==> config.mk <==
export PLATFORM = sky130hd
export DESIGN_NAME = tp_col_serializer
export DESIGN_NICKNAME = d
export VERILOG_FILES = /design/src/rtl/tp_col_serializer.sv
export SDC_FILE = /design/constraint.sdc
export NUM_CORES = 2
export LEC_CHECK = 0
export BUFFER_PORTS_ARGS = -buffer_cell sky130_fd_sc_hd__clkbuf_2
export CAP_MARGIN = 20
export CORE_UTILIZATION = 43
export CTS_BUF_LIST = sky130_fd_sc_hd__clkbuf_4 sky130_fd_sc_hd__clkbuf_8
export DETAILED_ROUTE_END_ITERATION = 6
export PLACE_DENSITY_LB_ADDON = 0.12
export REMOVE_ABC_BUFFERS = 1
export SYNTH_ARGS = -nofsm -noshare
export SYNTH_HDL_FRONTEND = slang
export SYNTH_SLANG_ARGS = --single-unit
==> constraint.sdc <==
create_clock -name i_clk -period 8.6 [get_ports i_clk]
set_clock_uncertainty 0.2 [all_clocks]
set_input_delay 2.58 -clock i_clk [delete_from_list [all_inputs] [get_ports i_clk]]
set_output_delay 2.58 -clock i_clk [all_outputs]
set_load 0.005 [all_outputs]
==> src/rtl/tp_col_serializer.sv <==
// tp_col_serializer: two-bank ping-pong buffer that turns 8-lane column bursts into a BW-bit sample stream.
// Optional macro TP_SER_LSB_FIRST_EN: emit lane 7 (bits [BW-1:0]) first within each word.
module tp_col_serializer #(
  parameter int BW = 8
) (
  input  logic            i_clk,
  input  logic            i_Reset,
  input  logic [8*BW-1:0] i_data,
  input  logic            i_enable,
  output logic [BW-1:0]   o_data,
  output logic            o_valid,
  input  logic            i_ready,
  output logic            o_last,
  output logic            o_overflow
);

  logic [8*BW-1:0] mem_words [16];
  logic [1:0]      full_reg, full_next;
  logic            wr_bank_reg;
  logic [2:0]      wr_idx_reg;
  logic            drop_reg;
  logic            rd_bank_reg;
  logic [2:0]      rd_word_reg, rd_samp_reg;
  logic            overflow_reg;

  logic            transfer, block_done, bank_freeing;
  logic            drop_now, write_en, burst_done;
  logic [8*BW-1:0] rd_word_data;
  logic [BW-1:0]   lane [8];
  logic [2:0]      lane_sel;

  assign o_valid      = full_reg[rd_bank_reg];
  assign transfer     = o_valid && i_ready;
  assign block_done   = transfer && (rd_word_reg == 3'd7) && (rd_samp_reg == 3'd7);
  assign bank_freeing = block_done && (rd_bank_reg == wr_bank_reg);

  // A burst is judged once, on its first beat; a bank emptying on that same edge counts as free.
  assign drop_now   = (wr_idx_reg == 3'd0) ? (full_reg[wr_bank_reg] && !bank_freeing) : drop_reg;
  assign write_en   = i_enable && !drop_now;
  assign burst_done = write_en && (wr_idx_reg == 3'd7);

  genvar gi;
  generate
    for (gi = 0; gi < 16; gi++) begin : g_word
      localparam int B = gi / 8;
      localparam int W = gi % 8;
      logic [8*BW-1:0] word_reg;
      always_ff @(posedge i_clk or negedge i_Reset) begin
        if (!i_Reset)
          word_reg <= '0;
        else if (write_en && (wr_bank_reg == 1'(B)) && (wr_idx_reg == 3'(W)))
          word_reg <= i_data;
      end
      assign mem_words[gi] = word_reg;
    end
  endgenerate

  assign rd_word_data = mem_words[{rd_bank_reg, rd_word_reg}];

  generate
    for (gi = 0; gi < 8; gi++) begin : g_lane
      assign lane[gi] = rd_word_data[(7-gi)*BW +: BW];
    end
  endgenerate

`ifdef TP_SER_LSB_FIRST_EN
  assign lane_sel = ~rd_samp_reg;
`else
  assign lane_sel = rd_samp_reg;
`endif

  assign o_data     = o_valid ? lane[lane_sel] : '0;
  assign o_last     = o_valid && (rd_word_reg == 3'd7) && (rd_samp_reg == 3'd7);
  assign o_overflow = overflow_reg;

  always_comb begin
    full_next = full_reg;
    if (block_done) full_next[rd_bank_reg] = 1'b0;
    if (burst_done) full_next[wr_bank_reg] = 1'b1;
  end

  always_ff @(posedge i_clk or negedge i_Reset) begin
    if (!i_Reset) begin
      full_reg     <= '0;
      wr_bank_reg  <= 1'b0;
      wr_idx_reg   <= '0;
      drop_reg     <= 1'b0;
      rd_bank_reg  <= 1'b0;
      rd_word_reg  <= '0;
      rd_samp_reg  <= '0;
      overflow_reg <= 1'b0;
    end else begin
      full_reg <= full_next;
      if (i_enable) begin
        wr_idx_reg <= wr_idx_reg + 3'd1;
        if (wr_idx_reg == 3'd0) begin
          drop_reg <= drop_now;
          if (drop_now) overflow_reg <= 1'b1;
        end
        if (burst_done) wr_bank_reg <= ~wr_bank_reg;
      end
      if (transfer) begin
        rd_samp_reg <= rd_samp_reg + 3'd1;
        if (rd_samp_reg == 3'd7) begin
          rd_word_reg <= rd_word_reg + 3'd1;
          if (rd_word_reg == 3'd7) rd_bank_reg <= ~rd_bank_reg;
        end
      end
    end
  end

endmodule

* After elaboration in Yosys (flattened, before gate mapping)
Index checks and enable logic that the tools add are counted.
Operators by class: add/sub/neg operators 3, magnitude comparators 6, equal/unequal tests 10, multiplexer cells 18, bitwise operators 7, reduce and logical (&&, ||, !) cells 37
Operators by type and width (count):
- binary-select mux 64 bit (select 4 bit) | 1
- two-way mux 64 bit | 2
- logical AND 1 bit | 29
- binary-select mux 8 bit (select 3 bit) | 1
- two-way mux 8 bit | 3
- == test 3 bit (second input constant) | 6
- adder 3 x 1 -> 3 bit (second input constant) | 3
- two-way mux 1 bit | 7
- == test 3 x 2 -> 1 bit (second input constant) | 2
- AND reduction 2 bit | 3
- AND reduction 3 bit | 2
- >= comparator 5 bit (second input constant) | 1
- NOT 4 -> 5 bit | 1
- >= comparator 4 bit (second input constant) | 1
- < comparator 1 x 2 -> 1 bit (second input constant) | 2
- two-way mux 2 bit | 2
- NOT 3 -> 4 bit | 1
- == test 3 x 1 -> 1 bit (second input constant) | 1
- zero test 3 bit | 1
- bitwise AND 2 bit | 1
- demux 1 bit (select 1 bit) | 2
- >= comparator 1 bit (second input constant) | 2
- zero test 1 bit | 2
- NOT 1 bit | 2
- 3 further kinds | 3
Storage, ports and cells: flip-flop bits (word level) 1039, bits of input ports 68, output and inout bits 11, logic and storage cells 105

* Longest topological paths before layout
word-level depth 13, mapped depth 11, gate-level depth less buffers 8

* Worst setup path after synthesis
Ideal clock, no wire load.
path type reg-to-output, from reg rd_word_reg[0], to out o_data[4], arrival time 2042 ps, data required time 5820 ps, slack 3778 ps, stages on the path, launching flop included 7, buffers on the path 2, cell sequence dfrtp_1 -> buf_2 -> buf_2 -> mux4_2 -> mux4_2 -> a32oi_1 -> a41oi_1
On the way: cells in the longest elaborated chain, start to end 8
RTL lines:
- start: declaration | RTL line 23 | logic [2:0] rd_word_reg, rd_samp_reg;
- start signal: assignment | RTL line 105 | rd_word_reg <= rd_word_reg + 3'd1;
- NOT 4 -> 5 bit (not written as such) | RTL line 58 | assign rd_word_data = mem_words[{rd_bank_reg, rd_word_reg}];
- binary-select mux 64 bit (select 4 bit) | RTL line 58
- two-way mux 64 bit (not written as such) (2 in series) | RTL line 58
- binary-select mux 8 bit (select 3 bit) | RTL line 72 | assign o_data = o_valid ? lane[lane_sel] : '0;
- two-way mux 8 bit (not written as such) (2 in series) | RTL line 72
- two-way mux 8 bit | RTL line 72
- end: declaration | RTL line 10 | output logic [BW-1:0] o_data,
No other way between the ends. The select of a mux whose other input is x is not followed.

* Worst setup path after layout
from reg rd_word_reg[0], to out o_data[0]
The elaborated chain is that of the path after synthesis.

==> results.md <==
- Cells after Synth: 3117
- CTS tree: yes
- CP startpoint kind: flip-flop
- Crit path DAT: 4.50 ns
- Post-synthesis async set-or-reset flop share: 100.0%
- Core ar.: 109200 µm²
- Post-CTS repair timing setup buffer count: 0
- Max-capacitance violation count: 0
- Register area share after synthesis: 54.83%
- Cells along the critical path: buf_12, mux4_2, mux2i_1, a22o_1, nor4_2, a21oi_1, o211ai_1, clkbuf_2
- Largest stage delay on the critical path: 1.01 ns
- First-pass GRT wire length: 193100 µm
- Layout area overhead: 11.99%
- Via count: 27.38k
- CTS sink count: 1039
- Combinational share of power: 35.7%
- Critical path required time: 5.82 ns
- Clk pwr share: 23.5%
- Initial antenna violation count: 9
- Flop pwr share: 40.8%
- Fin Hold WS: 0.2889 ns
- Layout cells sized above 1: 50.82%
- PostCTS Resize Cnt: 0
- GPL Wtd Cong: 0.7550
- Die Span Y: 334.1 µm
- Top FF cell, synth: dfrtp_1
- CP max stage cell: nor4_2
- Switching power: 0.006660 W
- Cell internal pwr: 0.01413 W
- EDFF count, synth: 0
- Number of library cell types mapped by synthesis: 45
- Total global routing overflow: 0
- Part of the cycle the worst path needs: 84.65%
- Port bufs: 78
- Drt drc: 0
- Final setup fails: 0
- RSZ-0062 raised after global routing: false
- Via-to-Cell Ratio: 5.718
- Maximum vdd drop: 0.2434 mV
- Crit path time final: 7.280 ns
- Nets: 3242
- DR iter-0 viols: 1651
- Syn Std Cell Area: 47420 µm²
- Total power: 0.02079 W
- Worst setup EP type: output pin
- GR Util All Layers: 23.06%
- Commonest non-fill, non-tap cell in the layout: dfrtp_1
- Initial Util: 43.44%
- Worst-skew pair later-pin latency: 0.85 ns
- Site Rows: 121
- DIE AREA: 111600 µm²
- Max FO, Critical Path: 72
- Synth Warn #: 0
- CP bufs+invs: 2
- Max reg flops: 1024
- CP delay by family, top: simple AND/OR/NAND/NOR gates
- Hold Path Class: reg -> reg
- Cts-stage hold buffer count: 0
- Slew Viols, Final: 0
- Clock root buffer: clkbuf_8
- Sw Share: 32.04%
- Fmax: 0.1374 GHz
- Final antenna-violating net count: 0
- DR WL/cell: 26.31 µm
- Status: completed
- CTS Buffer Depth: 3
- Fillers: 9271
- Cts bufs inserted: 180
- IO Pins: 79
- Die width: 334.1 µm
- Crit path kind: reg -> out
- Flip-flop and latch count after synthesis: 1039
- Clock-pin slew on the worst setup and hold paths: 0.06 ns
- Most frequent cells in the layout: dfrtp_1 (1035), mux2_2 (1031), mux2i_1 (265), clkbuf_8 (231), mux4_2 (159)
- Slew HR: 18.31%
- Synth Area per Inst: 15.21 µm²
- H-tree depth: 4
- Number of global-route vias before repair: 30.19k
- Worst-margin pin slew: 1.215 ns
- Pwr Density: 391.5 nW/µm²
- DR pass1 iterations: 5
- Largest net degree at the start of global routing: 192
- Post-Route WL: 126000 µm
- Final Hold Fails: 0
- Leakage: 23.57 nW
- HPWL after detailed placement: 70820 µm
## per-layer routing
layer / GRT usage [%] / share of wire [%]
met1: 31.48 / 46
met2: 37.55 / 48
met3: 3.995 / 3.9
met4: 7.115 / 2.6
met5: 0 / 0.010
## worst reg2reg max path, delay by kind of cell (launching register included)
kind	cells	cell delay [ns]
muxes	1	0.52
adders and majority gates	2	0.46
AOI/OAI and AO/OA	1	0.36
buffers and inverters	2	0.95
and+or+nand+nor	4	1.25
DFF	1	0.93
## cell usage after synthesis (all sizes together) (10+ instances only)
master / n / share of area (%)
ha: 10 / 0.26
o21ai: 13 / 0.14
clkbuf: 87 / 0.69
mux2i: 265 / 5.6
mux2: 1031 / 24
nor2b: 10 / 0.13
a22oi: 106 / 1.7
a21oi: 45 / 0.47
buf: 180 / 2.1
mux4: 159 / 7.6
nor2: 14 / 0.11
nand3: 31 / 0.33
dfrtp: 1039 / 55
nand2: 56 / 0.46
## kinds of logic after synthesis
logic type / share of synthesized area (%)
buf+inv: 2.871
fa+ha+maj: 0.2639
simple gates: 1.467
mux: 37.63
xor+xnor: 0.09237
compound gates: 2.839
flops: 54.83
## area by class of cell
class / instances / area [µm²] / area share, %
diodes: 3 / 7.507 / 0.01414
clock buffers: 286 / 3592 / 6.765
clock inverters: 42 / 410.4 / 0.7729
inverters: 5 / 18.77 / 0.03534
multi-input cells: 1806 / 20200 / 38.05
flip-flops and latches: 1039 / 26010 / 48.99
well taps: 1476 / 1847 / 3.478
repair buffers: 132 / 1008 / 1.899
## power by group through the flow
stage / registers, W / logic [W] / clock network, W
global placement: 0.00838 / 0.00724 / 0
floorplan: 0.00848 / 0.00621 / 0
CTS: 0.00847 / 0.00748 / 0.00503
finish: 0.00848 / 0.00742 / 0.00489
global route: 0.00877 / 0.00799 / 0.00525
detailed placement: 0.00855 / 0.00746 / 0
## per-stage QoR
stage,utilization [%],std cells,worst slack (ns),instance area [µm²],TNS [ns]
final,48.65,4789,1.320,53100,0
after global routing,48.64,4788,1.024,53100,0
after CTS,48.61,4785,1.136,53070,0
after detailed placement,44.95,4457,2.092,49060,0
after global placement,44.94,4455,2.050,49050,0
after floorplan,-,2850,-7.207,46070,-3577.81
## path summary, 6_finish.rpt
check	start	endpoint	slack, ns	cells after the start
setup reg to reg	rd_word_reg[1]$_DFFE_PN0P_	g_word[1].word_reg[57]$_DFFE_PN0P_	3.78	10
min in group asynchronous	i_Reset	g_word[15].word_reg[42]$_DFFE_PN0P_	1.61	1
setup / recovery	rd_word_reg[0]$_DFFE_PN0P_	o_data[0]	1.32	8
max in group asynchronous	i_Reset	g_word[0].word_reg[56]$_DFFE_PN0P_	4.91	2
hold / removal	drop_reg$_DFFE_PN0P_	drop_reg$_DFFE_PN0P_	0.29	2
hold reg to reg	drop_reg$_DFFE_PN0P_	drop_reg$_DFFE_PN0P_	0.29	2
Note: power is estimated with default switching activity, not from simulation.
